**src/rtl/m_dbus_ctrl.sv**
```systemverilog
// ---------------------------------------------------------------------------
// m_dbus_ctrl
//   Memory-stage data-bus controller for the pipelined MIPS core.
//   It checks M-stage load/store alignment and runs a request/ready handshake
//   with the data bus. While an access is outstanding it stalls the pipeline.
//   It latches the raw read word, the address low bits and the load opcode for
//   the load byte-extender. It also flags AdEL/AdES and bus timeouts.
//
//   State  | meaning
//   -------+---------------------------------------------------------------
//   IDLE   | no access outstanding; accepts an aligned, unflushed request
//   REQ    | busReq held, waiting for busReady or the timeout count
//   DONE   | access finished; rdValid/excBusTO visible, pipeline advances
//
// Ports
//   clk_i, reset_i        clock, synchronous active-high reset
//   memRead_i/memWrite_i  M-stage load / store (both high = load)
//   memLoadOp_i           000 lw, 001 lh, 010 lb, others lw
//   memStoreOp_i          00 sw, 01 sh, 10 sb, 11 sw
//   addr_i, wData_i       effective address, store data
//   flush_i               M-stage flush
//   busReq_o ... busWData_o  registered bus request
//   busRData_i, busReady_i   bus response
//   stall_o               freeze F/D/E/M pipeline registers
//   lowBit_o, loadOpOut_o, rawData_o, rdValid_o  extender interface
//   excAdEL_o, excAdES_o  misaligned load/store (combinational, IDLE only)
//   excBusTO_o            one-cycle bus timeout pulse
// ---------------------------------------------------------------------------
module m_dbus_ctrl #(
    parameter int TIMEOUT = 16
) (
    input  logic        clk_i,
    input  logic        reset_i,
    input  logic        memRead_i,
    input  logic        memWrite_i,
    input  logic [2:0]  memLoadOp_i,
    input  logic [1:0]  memStoreOp_i,
    input  logic [31:0] addr_i,
    input  logic [31:0] wData_i,
    input  logic        flush_i,
    output logic        busReq_o,
    output logic        busWe_o,
    output logic [31:0] busAddr_o,
    output logic [3:0]  busByteEn_o,
    output logic [31:0] busWData_o,
    input  logic [31:0] busRData_i,
    input  logic        busReady_i,
    output logic        stall_o,
    output logic [1:0]  lowBit_o,
    output logic [2:0]  loadOpOut_o,
    output logic [31:0] rawData_o,
    output logic        rdValid_o,
    output logic        excAdEL_o,
    output logic        excAdES_o,
    output logic        excBusTO_o
);

    localparam logic [1:0] S_IDLE = 2'd0;
    localparam logic [1:0] S_REQ  = 2'd1;
    localparam logic [1:0] S_DONE = 2'd2;

    localparam int CNT_W = (TIMEOUT > 2) ? $clog2(TIMEOUT) : 1;
    localparam logic [CNT_W-1:0] CNT_LAST = CNT_W'(TIMEOUT - 1);

    logic [1:0]       state_q,     state_d;
    logic [CNT_W-1:0] cnt_q,       cnt_d;
    logic             killed_q,    killed_d;
    logic             busReq_q,    busReq_d;
    logic             busWe_q,     busWe_d;
    logic [31:0]      busAddr_q,   busAddr_d;
    logic [3:0]       busByteEn_q, busByteEn_d;
    logic [31:0]      busWData_q,  busWData_d;
    logic [1:0]       lowBit_q,    lowBit_d;
    logic [2:0]       loadOp_q,    loadOp_d;
    logic [31:0]      rawData_q,   rawData_d;
    logic             rdValid_q,   rdValid_d;
    logic             excBusTO_q,  excBusTO_d;

    logic        is_load;
    logic        is_store;
    logic        ld_misal;
    logic        st_misal;
    logic        in_idle;
    logic        start_ok;
    logic        kill_now;
    logic [3:0]  be_new;
    logic [31:0] wd_new;

    // Request decode; a simultaneous read and write is handled as a load.
    always_comb begin
        is_load  = memRead_i;
        is_store = memWrite_i & ~memRead_i;

        case (memLoadOp_i)
            3'b001:  ld_misal = addr_i[0];
            3'b010:  ld_misal = 1'b0;
            default: ld_misal = |addr_i[1:0];
        endcase

        case (memStoreOp_i)
            2'b01:   st_misal = addr_i[0];
            2'b10:   st_misal = 1'b0;
            default: st_misal = |addr_i[1:0];
        endcase

        in_idle   = (state_q == S_IDLE);
        start_ok  = in_idle & ~flush_i &
                    ((is_load & ~ld_misal) | (is_store & ~st_misal));
        excAdEL_o = in_idle & is_load  & ld_misal & ~flush_i;
        excAdES_o = in_idle & is_store & st_misal & ~flush_i;
        stall_o   = start_ok | (state_q == S_REQ);
    end

    // Byte lanes and replicated store data for the access being launched.
    always_comb begin
        be_new = 4'b1111;
        wd_new = 32'h0;
        if (!is_load) begin
            case (memStoreOp_i)
                2'b01: begin
                    be_new = addr_i[1] ? 4'b1100 : 4'b0011;
                    wd_new = {2{wData_i[15:0]}};
                end
                2'b10: begin
                    be_new = 4'b0001 << addr_i[1:0];
                    wd_new = {4{wData_i[7:0]}};
                end
                default: begin
                    be_new = 4'b1111;
                    wd_new = wData_i;
                end
            endcase
        end
    end

    always_comb begin
        state_d     = state_q;
        cnt_d       = cnt_q;
        killed_d    = killed_q;
        busReq_d    = busReq_q;
        busWe_d     = busWe_q;
        busAddr_d   = busAddr_q;
        busByteEn_d = busByteEn_q;
        busWData_d  = busWData_q;
        lowBit_d    = lowBit_q;
        loadOp_d    = loadOp_q;
        rawData_d   = rawData_q;
        rdValid_d   = 1'b0;
        excBusTO_d  = 1'b0;
        kill_now    = killed_q | flush_i;

        case (state_q)
            S_IDLE: begin
                killed_d = 1'b0;
                if (start_ok) begin
                    state_d     = S_REQ;
                    cnt_d       = '0;
                    busReq_d    = 1'b1;
                    busWe_d     = is_store;
                    busAddr_d   = {addr_i[31:2], 2'b00};
                    busByteEn_d = be_new;
                    busWData_d  = wd_new;
                    lowBit_d    = addr_i[1:0];
                    loadOp_d    = memLoadOp_i;
                end
            end
            S_REQ: begin
                // A flush does not abort the bus cycle; it only hides the result.
                killed_d = kill_now;
                if (busReady_i) begin
                    // Ready beats a timeout reached in the same cycle.
                    state_d   = S_DONE;
                    busReq_d  = 1'b0;
                    if (!busWe_q) begin
                        rawData_d = busRData_i;
                    end
                    rdValid_d = ~busWe_q & ~kill_now;
                end else if (cnt_q == CNT_LAST) begin
                    state_d    = S_DONE;
                    busReq_d   = 1'b0;
                    excBusTO_d = ~kill_now;
                end else begin
                    cnt_d = cnt_q + CNT_W'(1);
                end
            end
            S_DONE: begin
                // The pipeline leaves this instruction at the next edge, so no
                // new request is accepted here.
                state_d  = S_IDLE;
                killed_d = 1'b0;
            end
            default: begin
                state_d  = S_IDLE;
                busReq_d = 1'b0;
                killed_d = 1'b0;
            end
        endcase
    end

    always_ff @(posedge clk_i) begin
        if (reset_i) begin
            state_q     <= S_IDLE;
            cnt_q       <= '0;
            killed_q    <= 1'b0;
            busReq_q    <= 1'b0;
            busWe_q     <= 1'b0;
            busAddr_q   <= 32'h0;
            busByteEn_q <= 4'h0;
            busWData_q  <= 32'h0;
            lowBit_q    <= 2'b00;
            loadOp_q    <= 3'b000;
            rawData_q   <= 32'h0;
            rdValid_q   <= 1'b0;
            excBusTO_q  <= 1'b0;
        end else begin
            state_q     <= state_d;
            cnt_q       <= cnt_d;
            killed_q    <= killed_d;
            busReq_q    <= busReq_d;
            busWe_q     <= busWe_d;
            busAddr_q   <= busAddr_d;
            busByteEn_q <= busByteEn_d;
            busWData_q  <= busWData_d;
            lowBit_q    <= lowBit_d;
            loadOp_q    <= loadOp_d;
            rawData_q   <= rawData_d;
            rdValid_q   <= rdValid_d;
            excBusTO_q  <= excBusTO_d;
        end
    end

    assign busReq_o    = busReq_q;
    assign busWe_o     = busWe_q;
    assign busAddr_o   = busAddr_q;
    assign busByteEn_o = busByteEn_q;
    assign busWData_o  = busWData_q;
    assign lowBit_o    = lowBit_q;
    assign loadOpOut_o = loadOp_q;
    assign rawData_o   = rawData_q;
    assign rdValid_o   = rdValid_q;
    assign excBusTO_o  = excBusTO_q;

endmodule
```
**config.mk**
```make
export PLATFORM = sky130hd
export DESIGN_NAME = m_dbus_ctrl
export DESIGN_NICKNAME = d
export VERILOG_FILES = /design/src/rtl/m_dbus_ctrl.sv
export SDC_FILE = /design/constraint.sdc
export NUM_CORES = 1
export LEC_CHECK = 0
export CORE_MARGIN = 3
export CORE_UTILIZATION = 25
export CTS_CLUSTER_DIAMETER = 30
export CTS_CLUSTER_SIZE = 12
export DETAILED_ROUTE_END_ITERATION = 7
export PLACE_DENSITY_LB_ADDON = 0.2
export SLEW_MARGIN = 20
export SYNTH_ARGS = -nofsm -noshare
export SYNTH_HDL_FRONTEND = slang
export SYNTH_SLANG_ARGS = --single-unit
```
**constraint.sdc**
```tcl
create_clock -name clk_i -period 2.07 [get_ports clk_i]
set_input_delay 0.414 -clock clk_i [delete_from_list [all_inputs] [get_ports clk_i]]
set_output_delay 0.414 -clock clk_i [all_outputs]
set_load 0.1 [all_outputs]
```
==> impl_metrics.py, run 1 <==
metrics = {
    "route": {
        "ant_nets": 0,
        "dr.pass1.iters": 4,
        "vias": 4744,
        "routedWlPerCell_microns": 14.9,
        "vias_per_cell": 4.56,
        "wirelength_microns": 15500,
        "drc": 0,
        "drt-initial-drc-count": 159,
    },
    "critical_path": {
        "critPathRequiredTime_ns": 1.66,
        "path_cells": "nor3_4 > buf_6 > o311a_4 > nor2_4 > nand2_8 > buf_12",
        "worstPathArrival_ns": 1.63,
        "cpPeakStageDelay_ns": 0.33,
        "crit_type": "flop to primary output",
        "cp-start-kind": "flop",
        "worstPathMaxFanout": 3,
        "cp_num_buf_inv": 2,
        "end_kind": "primary output",
        "r2r_slack_ns": 0.12,
        "slowest_stage": "dfxtp_2",
        "crit_family": "simple AND/OR/NAND/NOR gates",
    },
    "power_and_ir_drop": {
        "p_per_area_nw_per_um2": 870,
        "ir_drop_v": 0.000503,
        "p_leak_nw": 2.95,
        "power_mw": 6.44,
    },
    "floorplanning": {
        "die_area_sq_um": 19900,
        "die_w_microns": 141,
        "start_util_pct": 26.0,
        "fp.dieH_microns": 141,
        "floorplan.rows": 48,
        "core_sq_um": 17500,
        "io_pins": 219,
    },
    "global_route": {
        "first_global_vias": 4766,
        "grt_overflow": 0,
        "grt.total_usage_pct": 15.4,
        "grt_pass1_wl_microns": 24500,
        "antenna_found_initial": 1,
        "grt_max_degree": 59,
    },
    "timing": {
        "tns_ns": 0,
        "fmax_mhz": 489,
        "period_share_pct": 98.9,
        "rsz0062_at_grt": "true",
        "fin_hold_ws_ns": 0.452,
        "fin_ws_ns": 0.0233,
        "fin_worst_skew_ns": 0.0103,
        "drv_slew": 0,
        "final-setup-viol-count": 0,
        "tightest_slew_ns": 0.617,
        "hold_viol_final": 0,
        "fin_crit_ns": 2.05,
        "max_slew_margin_pct": 58.9,
    },
    "clocking": {
        "cts_root_buf": "clkbuf_16",
        "path_clk_slew_ns": 0.05,
        "cts_inserted_buffers": 17,
        "cts_hold_buf": 0,
        "cts_sinks": 114,
        "h-tree-depth": 4,
        "clockBufferDepth": 2,
        "insertion_delay_ns": 0.40,
        "cts_tree": "done",
    },
    "synth": {
        "synth_ff_type": "dfxtp_1",
        "async_flop_share_pct": 0,
        "synth_area_sq_um": 4550,
        "seq_area_frac_synth_pct": 50.1,
        "synth_cell_type_count": 36,
        "syn_avg_cell_area_sq_um": 7.81,
        "synth_area_leaders": "dfxtp_1 50%, nand2_1 15%, a21oi_1 11%, nand3_1 2.9%, clkbuf_1 2.5%",
        "synth-edff-count": 0,
        "synth_top_area_share_pct": 50.1,
        "ys_ff_latch": 114,
        "yosys_warnings": 0,
        "synthCells": 583,
        "synth.largest_area_cell": "dfxtp_1",
    },
    "placement": {
        "place_inst": 1006,
        "gp_congestion": 0.859,
        "pre_cts_ws_ns": -0.694,
        "dpl.hpwl_microns": 11700,
        "portBuffers": 216,
    },
    "run": {
        "drv_cap": 0,
    },
    "finish": {
        "layout-drive-gt1-share_pct": 22.9,
        "areaGrowthSynthToFinish_pct": 62.7,
        "num-nets-final": 913,
        "final_cells": 1041,
    },
    "hold_path": {
        "min_path_type": "flop to flop",
    },
    "outcome": {
        "status": "finished clean",
    },
}
==> Yosys cell counts, drive strengths merged, types with 2 or more instances <==
cell    count
a221oi      8
or2         3
a311oi      2
nor3b       2
nand3      26
nor2       30
clkbuf     30
a22oi       9
or3         2
o21ai      16
buf        15
nor3        6
nor2b       4
dfxtp     114
inv         6
nand2     181
a21oi      97
ha          3
and3        2
nand2b     17
==> flip-flops by register name, indices dropped and copies added (netlist names) <==
name,cells
lowBit_o,2
busWe_o,1
loadOpOut_o,3
busWData_o,32
cnt_q,4
excBusTO_o,1
state_q,2
rawData_o,32
killed_q,1
rdValid_o,1
busAddr_o,30
busReq_o,1
busByteEn_o,4
==> metrics by stage <==
stage / cell area, sq um / utilization (%)
6_report: 7400 / 42.2
5_1_grt: 7400 / 42.2
4_1_cts: 7390 / 42.2
3_5_place_dp: 6830 / 38.9
3_3_place_gp: 6830 / 38.9
2_1_floorplan: 4590 / -
==> worst register-to-register path, stage by stage (launching register included) <==
cell and delay [ns]:
dfxtp_2 0.33, nor3_4 0.25, buf_6 0.15, o311a_4 0.20
buf_4 0.12, or2_2 0.19, buf_4 0.34, nand2_1 0.12
a21oi_1 0.17
==> per-layer routing <==
metal  track usage, %  vias up  wire [microns]
met5                0        -               0
met4             5.46        0             431
met3             6.78       24            1430
met2             24.5      167            7270
met1             18.5     2178            6370
li1                 -     2375               -
==> timing repair <==
action                                  in CTS  in global routing
endpoints found under the setup margin      68                  1
resized for setup                           19                  7
pin swaps                                    5                  5
setup buffers                                2                  1
==> worst paths after layout <==
kind,from,end,cells past startpoint
setup / recovery,state_q[1],stall_o,6
hold / removal,busAddr_o[18],busAddr_o[18],2
setup reg to reg,state_q[1],busAddr_o[5],8
hold reg to reg,busAddr_o[18],busAddr_o[18],2
==> power by group <==
part | internal (mW) | total (mW) | switching, mW
clock | 1.69 | 2.65 | 0.963
combinational | 0.464 | 1.46 | 0.998
sequential | 2.28 | 2.33 | 0.0470
total | 4.43 | 6.44 | 2.01
==> cells in the final DEF, fill, tap and decap left out, types with 3 or more instances in the layout <==
cell             instances
a21oi_1                 96
a22oi_1                  9
o21ai_0                 15
nor3_1                   5
nand2_1                180
buf_12                   8
clkbuf_1                 5
clkbuf_16               17
clkdlybuf4s50_1         95
nor2_1                  28
inv_1                    5
or2_2                    3
dlygate4sd2_1            5
nor2b_1                  3
clkinv_2                 4
nand2b_1                17
nand3_1                 26
buf_4                  130
dfxtp_1                112
a221oi_1                 8
==> final cells by class <==
type,instances,area [sq um]
clock inverter,6,57.6
clock buffer,24,472
inverter,6,22.5
antenna,2,5.00
multi-input combinational,419,2080
sequential,114,2280
fill,1732,10100
tap,225,282
timing repair buffer,245,2200
==> kinds of logic (layout without fill, tap and decap cells) <==
group           count (synthesis)  after routing  synth area share [%]
simple gates                  277            277                  26.3
buf+inv                        51            281                  5.44
other cells                     1              4                0.0824
flops                         114            114                  50.1
fa+ha+maj                       3              3                 0.825
compound gates                137            137                  17.2
No activity file was read; power rests on OpenSTA's default activity.
==> inputs of run 2 (changes only) <==
- CAP_MARGIN: default -> 40
==> results of run 2 <==
The final DEF is identical to that of run 1; final timing and power are the same.
